<file path="src/rtl/mem_access_if.sv">
// mem_access_if
//   Groups the EX/MEM request/response handshake and the data-memory bus
//   used by mem_access_unit.
//   slave  : the access unit (consumes requests and memory read data)
//   master : the pipeline/memory side (drives requests and memory read data)
// Signals
//   req_valid/req_load/req_store/req_funct3/req_addr/req_wdata : request
//   stall/done/load_data/misaligned                            : response
//   dm_address/dm_mem_read/dm_mem_write/dm_write_data          : memory cmd
//   dm_read_data                                                : memory data
interface mem_access_if;
  logic        req_valid;
  logic        req_load;
  logic        req_store;
  logic [2:0]  req_funct3;
  logic [63:0] req_addr;
  logic [63:0] req_wdata;
  logic        stall;
  logic        done;
  logic [63:0] load_data;
  logic        misaligned;
  logic [63:0] dm_address;
  logic        dm_mem_read;
  logic        dm_mem_write;
  logic [63:0] dm_write_data;
  logic [63:0] dm_read_data;

  modport slave (
    input  req_valid, req_load, req_store, req_funct3, req_addr, req_wdata,
    input  dm_read_data,
    output stall, done, load_data, misaligned,
    output dm_address, dm_mem_read, dm_mem_write, dm_write_data
  );

  modport master (
    output req_valid, req_load, req_store, req_funct3, req_addr, req_wdata,
    output dm_read_data,
    input  stall, done, load_data, misaligned,
    input  dm_address, dm_mem_read, dm_mem_write, dm_write_data
  );
endinterface

</file>
<file path="src/rtl/mem_access_unit.sv">
// mem_access_unit
//   Load/store unit between EX/MEM and a 64-bit word-indexed data memory.
//   Loads are extracted from the addressed doubleword and sign/zero extended.
//   SD writes directly; SB/SH/SW do a read-modify-write (read, then WRITE).
//   Misaligned or illegal ops are answered with misaligned=1 and no access.
// Ports
//   clk   : system clock, rising edge
//   reset : asynchronous, active-high
//   bus   : mem_access_if.slave (request, response and data-memory bus)
//
// state | meaning
// IDLE  | waiting; on accept drives the first dm access from the live request
// WRITE | sub-word store: writes the merged doubleword
// RESP  | done=1 for one cycle, stall released
module mem_access_unit (
  input  logic         clk,
  input  logic         reset,
  mem_access_if.slave  bus
);

  typedef enum logic [1:0] {IDLE, WRITE, RESP} state_t;

  state_t      state, state_n;
  logic [60:0] word_q;
  logic [63:0] merged_q;
  logic [63:0] load_q;
  logic        mis_q;

  logic        accept;
  logic        legal;
  logic [2:0]  offset;
  logic [63:0] shifted;
  logic [63:0] extracted;
  logic [7:0]  size_mask;
  logic [7:0]  byte_mask;
  logic [63:0] bit_mask;
  logic [63:0] wdata_sh;
  logic [63:0] merged;

  assign accept = bus.req_valid & (bus.req_load | bus.req_store);
  assign offset = bus.req_addr[2:0];

  always_comb begin
    legal = 1'b0;
    case (bus.req_funct3)
      3'b000, 3'b100: legal = 1'b1;
      3'b001, 3'b101: legal = (offset[0] == 1'b0);
      3'b010, 3'b110: legal = (offset[1:0] == 2'b00);
      3'b011:         legal = (offset == 3'b000);
      default:        legal = 1'b0;
    endcase
    // Unsigned widths only exist for loads.
    if (bus.req_store && bus.req_funct3[2])
      legal = 1'b0;
  end

  // Load extraction from the live read word.
  always_comb begin
    shifted   = bus.dm_read_data >> {offset, 3'b000};
    extracted = shifted;
    case (bus.req_funct3[1:0])
      2'b00:   extracted = bus.req_funct3[2] ? {56'd0, shifted[7:0]}
                                             : {{56{shifted[7]}}, shifted[7:0]};
      2'b01:   extracted = bus.req_funct3[2] ? {48'd0, shifted[15:0]}
                                             : {{48{shifted[15]}}, shifted[15:0]};
      2'b10:   extracted = bus.req_funct3[2] ? {32'd0, shifted[31:0]}
                                             : {{32{shifted[31]}}, shifted[31:0]};
      default: extracted = shifted;
    endcase
  end

  // Store merge: replace the addressed byte lanes of the read word.
  always_comb begin
    case (bus.req_funct3[1:0])
      2'b00:   size_mask = 8'h01;
      2'b01:   size_mask = 8'h03;
      2'b10:   size_mask = 8'h0F;
      default: size_mask = 8'hFF;
    endcase
    byte_mask = size_mask << offset;
    bit_mask  = '0;
    for (int i = 0; i < 8; i++)
      bit_mask[8*i +: 8] = {8{byte_mask[i]}};
    wdata_sh = bus.req_wdata << {offset, 3'b000};
    merged   = (bus.dm_read_data & ~bit_mask) | (wdata_sh & bit_mask);
  end

  always_ff @(posedge clk or posedge reset) begin
    if (reset)
      state <= IDLE;
    else
      state <= state_n;
  end

  always_ff @(posedge clk or posedge reset) begin
    if (reset) begin
      word_q   <= '0;
      merged_q <= '0;
      load_q   <= '0;
      mis_q    <= 1'b0;
    end else if (state == IDLE && accept) begin
      word_q   <= bus.req_addr[63:3];
      merged_q <= merged;
      load_q   <= (legal && !bus.req_store) ? extracted : 64'd0;
      mis_q    <= ~legal;
    end
  end

  always_comb begin
    state_n           = state;
    bus.stall         = 1'b0;
    bus.done          = 1'b0;
    bus.dm_address    = '0;
    bus.dm_mem_read   = 1'b0;
    bus.dm_mem_write  = 1'b0;
    bus.dm_write_data = '0;
    // The IDLE path is driven from the live request, so reset must mask it.
    if (!reset) begin
      case (state)
        IDLE: begin
          if (accept) begin
            bus.stall = 1'b1;
            state_n   = RESP;
            if (legal) begin
              bus.dm_address = {3'b000, bus.req_addr[63:3]};
              if (bus.req_store && bus.req_funct3[1:0] == 2'b11) begin
                bus.dm_mem_write  = 1'b1;
                bus.dm_write_data = bus.req_wdata;
              end else if (bus.req_store) begin
                bus.dm_mem_read = 1'b1;
                state_n         = WRITE;
              end else begin
                bus.dm_mem_read = 1'b1;
              end
            end
          end
        end
        WRITE: begin
          bus.stall         = 1'b1;
          bus.dm_mem_write  = 1'b1;
          bus.dm_address    = {3'b000, word_q};
          bus.dm_write_data = merged_q;
          state_n           = RESP;
        end
        RESP: begin
          bus.done = 1'b1;
          state_n  = IDLE;
        end
        default: state_n = IDLE;
      endcase
    end
  end

  assign bus.load_data  = (state == RESP) ? load_q : 64'd0;
  assign bus.misaligned = (state == RESP) & mis_q;

endmodule

</file>
<file path="src/flat_wrapper.sv">
// flat-port wrapper written by rule: the top's interface ports become plain ports
module mem_access_unit_flat 
  (clk, reset, bus_req_valid, bus_req_load, bus_req_store, bus_req_funct3, bus_req_addr, bus_req_wdata, bus_dm_read_data, bus_stall, bus_done, bus_load_data, bus_misaligned, bus_dm_address, bus_dm_mem_read, bus_dm_mem_write, bus_dm_write_data);
  mem_access_if bus_i ();
  input  logic clk;
  input  logic reset;
  input wire logic [$bits(bus_i.req_valid)-1:0] bus_req_valid;
  input wire logic [$bits(bus_i.req_load)-1:0] bus_req_load;
  input wire logic [$bits(bus_i.req_store)-1:0] bus_req_store;
  input wire logic [$bits(bus_i.req_funct3)-1:0] bus_req_funct3;
  input wire logic [$bits(bus_i.req_addr)-1:0] bus_req_addr;
  input wire logic [$bits(bus_i.req_wdata)-1:0] bus_req_wdata;
  input wire logic [$bits(bus_i.dm_read_data)-1:0] bus_dm_read_data;
  output wire logic [$bits(bus_i.stall)-1:0] bus_stall;
  output wire logic [$bits(bus_i.done)-1:0] bus_done;
  output wire logic [$bits(bus_i.load_data)-1:0] bus_load_data;
  output wire logic [$bits(bus_i.misaligned)-1:0] bus_misaligned;
  output wire logic [$bits(bus_i.dm_address)-1:0] bus_dm_address;
  output wire logic [$bits(bus_i.dm_mem_read)-1:0] bus_dm_mem_read;
  output wire logic [$bits(bus_i.dm_mem_write)-1:0] bus_dm_mem_write;
  output wire logic [$bits(bus_i.dm_write_data)-1:0] bus_dm_write_data;
  assign bus_i.req_valid = bus_req_valid;
  assign bus_i.req_load = bus_req_load;
  assign bus_i.req_store = bus_req_store;
  assign bus_i.req_funct3 = bus_req_funct3;
  assign bus_i.req_addr = bus_req_addr;
  assign bus_i.req_wdata = bus_req_wdata;
  assign bus_i.dm_read_data = bus_dm_read_data;
  assign bus_stall = bus_i.stall;
  assign bus_done = bus_i.done;
  assign bus_load_data = bus_i.load_data;
  assign bus_misaligned = bus_i.misaligned;
  assign bus_dm_address = bus_i.dm_address;
  assign bus_dm_mem_read = bus_i.dm_mem_read;
  assign bus_dm_mem_write = bus_i.dm_mem_write;
  assign bus_dm_write_data = bus_i.dm_write_data;
  mem_access_unit u_core (.clk(clk), .reset(reset), .bus(bus_i));
endmodule
</file>
<file path="config.mk">
export PLATFORM = sky130hd
export DESIGN_NAME = mem_access_unit_flat
export DESIGN_NICKNAME = d
export VERILOG_FILES = /design/src/rtl/mem_access_if.sv /design/src/rtl/mem_access_unit.sv /design/src/flat_wrapper.sv
export SDC_FILE = /design/constraint.sdc
export NUM_CORES = 1
export LEC_CHECK = 0
export BUFFER_PORTS_ARGS = -buffer_cell sky130_fd_sc_hd__buf_2
export CORE_MARGIN = 3
export CORE_UTILIZATION = 44
export CTS_CLUSTER_SIZE = 14
export DETAILED_ROUTE_END_ITERATION = 8
export PLACE_DENSITY = 0.7
export SLEW_MARGIN = 5
export SYNTH_ARGS = -nofsm -noshare
export SYNTH_HDL_FRONTEND = slang
export SYNTH_SLANG_ARGS = --single-unit
</file>
<file path="constraint.sdc">
create_clock -name clk -period 16.9 [get_ports clk]
set_input_delay 1.69 -clock clk [delete_from_list [all_inputs] [get_ports clk]]
set_output_delay 1.69 -clock clk [all_outputs]
set_load 0.01 [all_outputs]
</file>
==> results of run 1 <==
## metal layers
layer  vias up  wire [um]
met5         -         13
met4         2       2300
met3       131       5840
met2       870      24300
met1      6639      21800
li1       6245          -
## worst register-to-register path, delay by kind of cell (launching register included)
| kind | cells | cell delay [ns] |
|---|---|---|
| DFF | 1 | 0.46 |
| AOI/OAI and AO/OA | 2 | 0.62 |
| and+or+nand+nor | 2 | 0.82 |
| buffers and inverters | 1 | 0.64 |
## through the flow
| stage | hold slack (ns) | instances | setup WS (ns) |
|---|---|---|---|
| 2_1_floorplan | 0.430 | 1623 | 8.88 |
| 3_5_place_dp | 0.462 | 2263 | 10.84 |
| 6_report | 0.471 | 2294 | 10.77 |
| 4_1_cts | 0.481 | 2294 | 10.83 |
| 5_1_grt | 0.504 | 2294 | 10.58 |
| 3_3_place_gp | 0.449 | 2263 | 10.89 |
## sequential cells by signal (all words and copies together), names as in the netlist
register,cells
u_core.merged_q,64
u_core.mis_q,1
u_core.state,2
u_core.load_q,64
u_core.word_q,61
## logic make-up after synthesis
logic type / count (synthesis) / share of synthesized area, %
flops: 192 / 36.5
compound gates: 438 / 22.0
buf+inv: 163 / 5.49
simple gates: 681 / 22.1
other cells: 1 / 0.0285
mux: 146 / 14.0
## synthesized netlist by cell type, types with 3 or more instances
library cell / instances / area, um2
nand2b_1: 8 / 50.1
nand3_1: 14 / 70.1
and3_1: 13 / 81.3
a2bb2oi_1: 4 / 35.0
o21ai_1: 22 / 110
nand2_1: 368 / 1380
dfrtp_1: 192 / 4800
a211oi_1: 17 / 128
o2bb2ai_1: 11 / 96.3
a21o_1: 4 / 30.0
mux2_2: 3 / 33.8
a221oi_1: 4 / 35.0
buf_1: 11 / 41.3
inv_1: 12 / 45.0
mux4_2: 30 / 676
o221ai_1: 8 / 70.1
o21ba_2: 7 / 70.1
and2_1: 68 / 425
or2_2: 11 / 68.8
nor2_1: 172 / 646
a22oi_1: 133 / 998
a32oi_1: 16 / 140
mux2i_1: 113 / 1130
o21a_1: 3 / 22.5
nor2b_1: 18 / 113
buf_2: 26 / 130
o22a_1: 10 / 87.6
buf_4: 19 / 143
a21oi_1: 33 / 165
a2111oi_0: 4 / 35.0
a31oi_1: 7 / 43.8
clkbuf_1: 93 / 349
o22ai_1: 10 / 62.6
o21ai_0: 140 / 701
## cell type report
| cell class | count | area share, % |
|---|---|---|
| clock buffers | 17 | 2.71 |
| clock inverters | 14 | 0.790 |
| inverters | 13 | 0.359 |
| multi-input cells | 1268 | 49.2 |
| flip-flops and latches | 192 | 30.7 |
| well taps | 384 | 3.07 |
| repair buffers | 406 | 13.2 |
## power breakdown
part           internal (uW)  switching (uW)
clock network            193             204
logic                    147             269
registers                567            71.5
total                    907             545
## worst paths after layout
| path | startpoint | end | slack (ns) | depth (start not counted) |
|---|---|---|---|---|
| setup / recovery | bus_req_funct3[1] | bus_dm_write_data[10] | 10.77 | 8 |
| setup reg to reg | u_core.state[1] | u_core.merged_q[60] | 14.27 | 5 |
| hold / removal | u_core.load_q[58] | u_core.load_q[58] | 0.47 | 2 |
| max in group asynchronous | reset | u_core.load_q[26] | 14.06 | 3 |
| hold reg to reg | u_core.load_q[58] | u_core.load_q[58] | 0.47 | 2 |
| min in group asynchronous | reset | u_core.word_q[29] | 1.45 | 2 |
## layout by cell type, fill, tap and decap left out, types with 16 or more instances in the layout
| cell | instances |
|---|---|
| nand2_1 | 368 |
| o21ai_0 | 140 |
| and2_1 | 68 |
| nor2b_1 | 17 |
| a32oi_1 | 16 |
| dfrtp_1 | 192 |
| nor2_1 | 170 |
| clkbuf_16 | 17 |
| o21ai_1 | 22 |
| mux4_2 | 30 |
| buf_2 | 391 |
| mux2i_1 | 113 |
| a211oi_1 | 17 |
| a21oi_1 | 33 |
| a22oi_1 | 133 |
==> results.json, run 1 <==
{
  "rsz0062_at_grt": "false",
  "ir_drop_mv": 0.0531,
  "ys_seq_area_share_pct": 36.5,
  "multi_input_area_um2": 7710,
  "num_rows": 62,
  "gr-total-overflow": 0,
  "clock_latency_ns": 0.45,
  "worstSetupPathType": "in -> out",
  "ys_types": 51,
  "synth_edf_count": 0,
  "die_y_um": 179,
  "min_period_ns": 6.13,
  "drt_iter0_markers": 1759,
  "fin_tns_setup_ns": 0,
  "ant_nets": 0,
  "power_density_nw_per_um2": 92.6,
  "min_path_type": "reg -> reg",
  "cp.buffers_inverters": 3,
  "maxCapViolCount": 0,
  "final.period_utilization_pct": 36.3,
  "antenna_found_initial": 1,
  "clk_pin_slew_ns": 0.07,
  "placed_area_um2": 15100,
  "clock-root-buffer": "clkbuf_16",
  "routedWlPerCell_um": 23.6,
  "top_usage_layer": "met2",
  "hold_viol_final": 0,
  "max_freq_mhz": 163,
  "postSynthCellCount": 1621,
  "met2_usage_pct": 50.8,
  "cts_hold_buf": 0,
  "syn_to_final_growth_pct": 18.9,
  "final_max_slew_viol_count": 0,
  "arrival_ns": 4.44,
  "fillerInstances": 2829,
  "cts.sinks": 192,
  "use_met1_pct": 44.9,
  "via_per_inst": 6.05,
  "finalSetupViolations": 0,
  "yosys_most_used_dff": "dfrtp_1",
  "antenna_cells": 0,
  "ys_ff_latch": 192,
  "vias": 13900,
  "place_hpwl_mm": 40.3,
  "slowest_delay_ns": 0.56,
  "cts_tree": "built",
  "gp_congestion": 1.03,
  "drt-total-wl_mm": 54.2,
  "io_buffers": 393,
  "cp_top_family": "buffers and inverters",
  "critPathSlowestCell": "buf_4",
  "clockBufferDepth": 2,
  "start_util_pct": 45.3,
  "grt_usage_pct": 32.8,
  "die-area_um2": 32100,
  "io_pins": 397,
  "drtPass1Iterations": 8,
  "crit_path_frequent_cell": "buf_2",
  "worst_pin_slew_ns": 1.24,
  "avgSynthCellArea_um2": 8.13,
  "path_cells": "buf_2 -> or2_1 -> a221o_1 -> nor4_4 -> buf_4 -> a22oi_1 -> nor2_1 -> buf_2",
  "max_slew_margin_pct": 17.0,
  "cts_made_buffers": 17,
  "seq_area_um2": 4800,
  "grtUsageMet3_pct": 7.33,
  "cp.required_ns": 15.21,
  "startpoint_type": "input pin",
  "grt_pass1_vias": 12600,
  "leakage_uw": 0.00775,
  "grt_first_pass_wirelength_mm": 78.9,
  "fin_area_um2": 15700,
  "yosysWarnings": 0,
  "core_area_um2": 29100,
  "syn-cell-area_um2": 13200,
  "htreeDepth": 4,
  "drive_above_1_share_pct": 26.3,
  "post_cts_buffers": 0,
  "end_kind": "output pin",
  "outcome": "finished clean",
  "grt_max_degree": 131,
  "die-width_um": 179,
  "cts_resized": 0,
  "post-route-util_pct": 53.9,
  "drc": 0,
  "skew_ns": 0.0171,
  "async_reset_ff_share_pct": 100,
  "final_nets": 2098,
  "critPathMaxFanout": 65,
  "power.total_uw": 1450
}
(Power assumes the default switching activity.)
==> run 2: changes to the inputs <==
clock period = 5.94 ns   (was 16.9 ns; I/O delays follow)
==> results.json, run 2 (synthesis gave the netlist of run 1 again) <==
{
  "leakage_uw": 0.00778,
  "place_hpwl_mm": 40.9,
  "fin_tns_setup_ns": 0,
  "cts_hold_buf": 0,
  "die_y_um": 179,
  "rsz0062_at_grt": "false",
  "final_cell_mix": "391 x buf_2, 368 x nand2_1, 192 x dfrtp_1",
  "drt-total-wl_mm": 54.8,
  "final_max_slew_viol_count": 0,
  "htreeDepth": 4,
  "num_rows": 62,
  "post_cts_buffers": 0,
  "clockBufferDepth": 2,
  "io_buffers": 393,
  "maxCapViolCount": 0,
  "die-area_um2": 32100,
  "seq_area_um2": 4800,
  "path_cells": "buf_2 -> or2_1 -> a221o_1 -> nor4_4 -> buf_4 -> a22oi_1 -> nor2_1 -> buf_2",
  "cp.required_ns": 5.35,
  "critPathMaxFanout": 65,
  "routedWlPerCell_um": 23.8,
  "arrival_ns": 3.29,
  "critPathSlowestCell": "buf_4",
  "startpoint_type": "input pin",
  "final_nets": 2101,
  "worstSetupPathType": "in -> out",
  "end_kind": "output pin",
  "grt_first_pass_wirelength_mm": 80.7,
  "worst_pin_slew_ns": 1.20,
  "io_pins": 397,
  "drt_iter0_markers": 1568,
  "finalSetupViolations": 0,
  "ant_nets": 0,
  "max_slew_margin_pct": 19.4,
  "outcome": "finished clean",
  "clk_pin_slew_ns": 0.08,
  "skew_ns": 0.0113,
  "cts_tree": "built",
  "cts_made_buffers": 17,
  "via_per_inst": 6.05,
  "clock_latency_ns": 0.44,
  "grt_pass1_vias": 13000,
  "hold_viol_final": 0,
  "ir_drop_mv": 0.196,
  "gp_congestion": 1.04,
  "power_density_nw_per_um2": 264,
  "final_common_cell": "buf_2",
  "die-width_um": 179,
  "vias": 13900,
  "max_freq_mhz": 258,
  "grt_max_degree": 124,
  "cts.sinks": 192,
  "syn_to_final_growth_pct": 19.3,
  "core_area_um2": 29100,
  "final.period_utilization_pct": 65.4,
  "start_util_pct": 45.3,
  "grt_usage_pct": 33.4,
  "cts_resized": 0,
  "multi_input_area_um2": 7710,
  "cp.buffers_inverters": 3,
  "drive_above_1_share_pct": 26.4,
  "min_path_type": "in -> async",
  "min_period_ns": 3.88,
  "power.total_uw": 4150,
  "slowest_delay_ns": 0.56,
  "drc": 0,
  "drtPass1Iterations": 9,
  "fillerInstances": 2880,
  "top_regs": "u_core.load_q: 64 flops, u_core.merged_q: 64 flops, u_core.word_q: 61 flops",
  "clock-root-buffer": "clkbuf_16",
  "crit_path_frequent_cell": "buf_2",
  "cp_top_family": "buffers and inverters",
  "antenna_found_initial": 4,
  "gr-total-overflow": 0
}
[run 2: cell types whose count changed in the layout (fill, tap and decap cells not counted), sizes merged]
cell	change
buf	+3
clkbuf	+2
clkinv	+2
clkinvlp	-2
diode	+2
inv	-1
[run 2: per-stage QoR]
stage	cell area [um2]	utilization [%]	setup slack, ns	hold WS, ns	std cells
detailed placement	15200	52.1	2.10	0.463	2266
CTS	15700	54.0	2.11	0.348	2298
floorplan	13200	-	0.0822	0.430	1623
global placement	15200	52.1	2.15	0.456	2266
finish	15700	54.0	2.06	0.301	2300
global route	15700	54.0	1.89	0.346	2300
[run 2: worst paths after layout]
| kind | slack (ns) | cells after the start | endpoint | startpoint |
|---|---|---|---|---|
| min in group clk | 0.35 | 3 | u_core.word_q[37] | bus_req_addr[40] |
| max in group asynchronous | 4.15 | 3 | u_core.merged_q[22] | reset |
| worst min-delay path | 0.30 | 2 | u_core.mis_q | reset |
| worst max-delay path | 2.06 | 8 | bus_dm_write_data[8] | bus_req_funct3[1] |
| worst max register to register | 3.51 | 5 | u_core.load_q[4] | u_core.state[1] |
| worst min register to register | 0.47 | 2 | u_core.load_q[2] | u_core.load_q[2] |
[run 2: cell type report]
type,instances,area share [%]
Multi-Input combinational cell,1268,49.0
Sequential cell,192,30.6
Timing Repair Buffer,409,13.4
Tap cell,384,3.06
Clock buffer,19,2.82
Clock inverter,13,0.748
Inverter,13,0.358
Antenna cell,2,0.0318
[run 2: power by group]
group	total [uW]	switching, uW	internal [uW]
logic	1190	768	420
clock network	1150	583	565
registers	1820	204	1610
total	4150	1560	2600
[run 2: layer usage]
layer	vias up	wire [um]	GRT usage, %
met5	-	13	0
li1	6268	-	-
met2	850	24500	51.3
met1	6658	21900	44.9
met4	2	2460	13.8
met3	131	5880	8.81
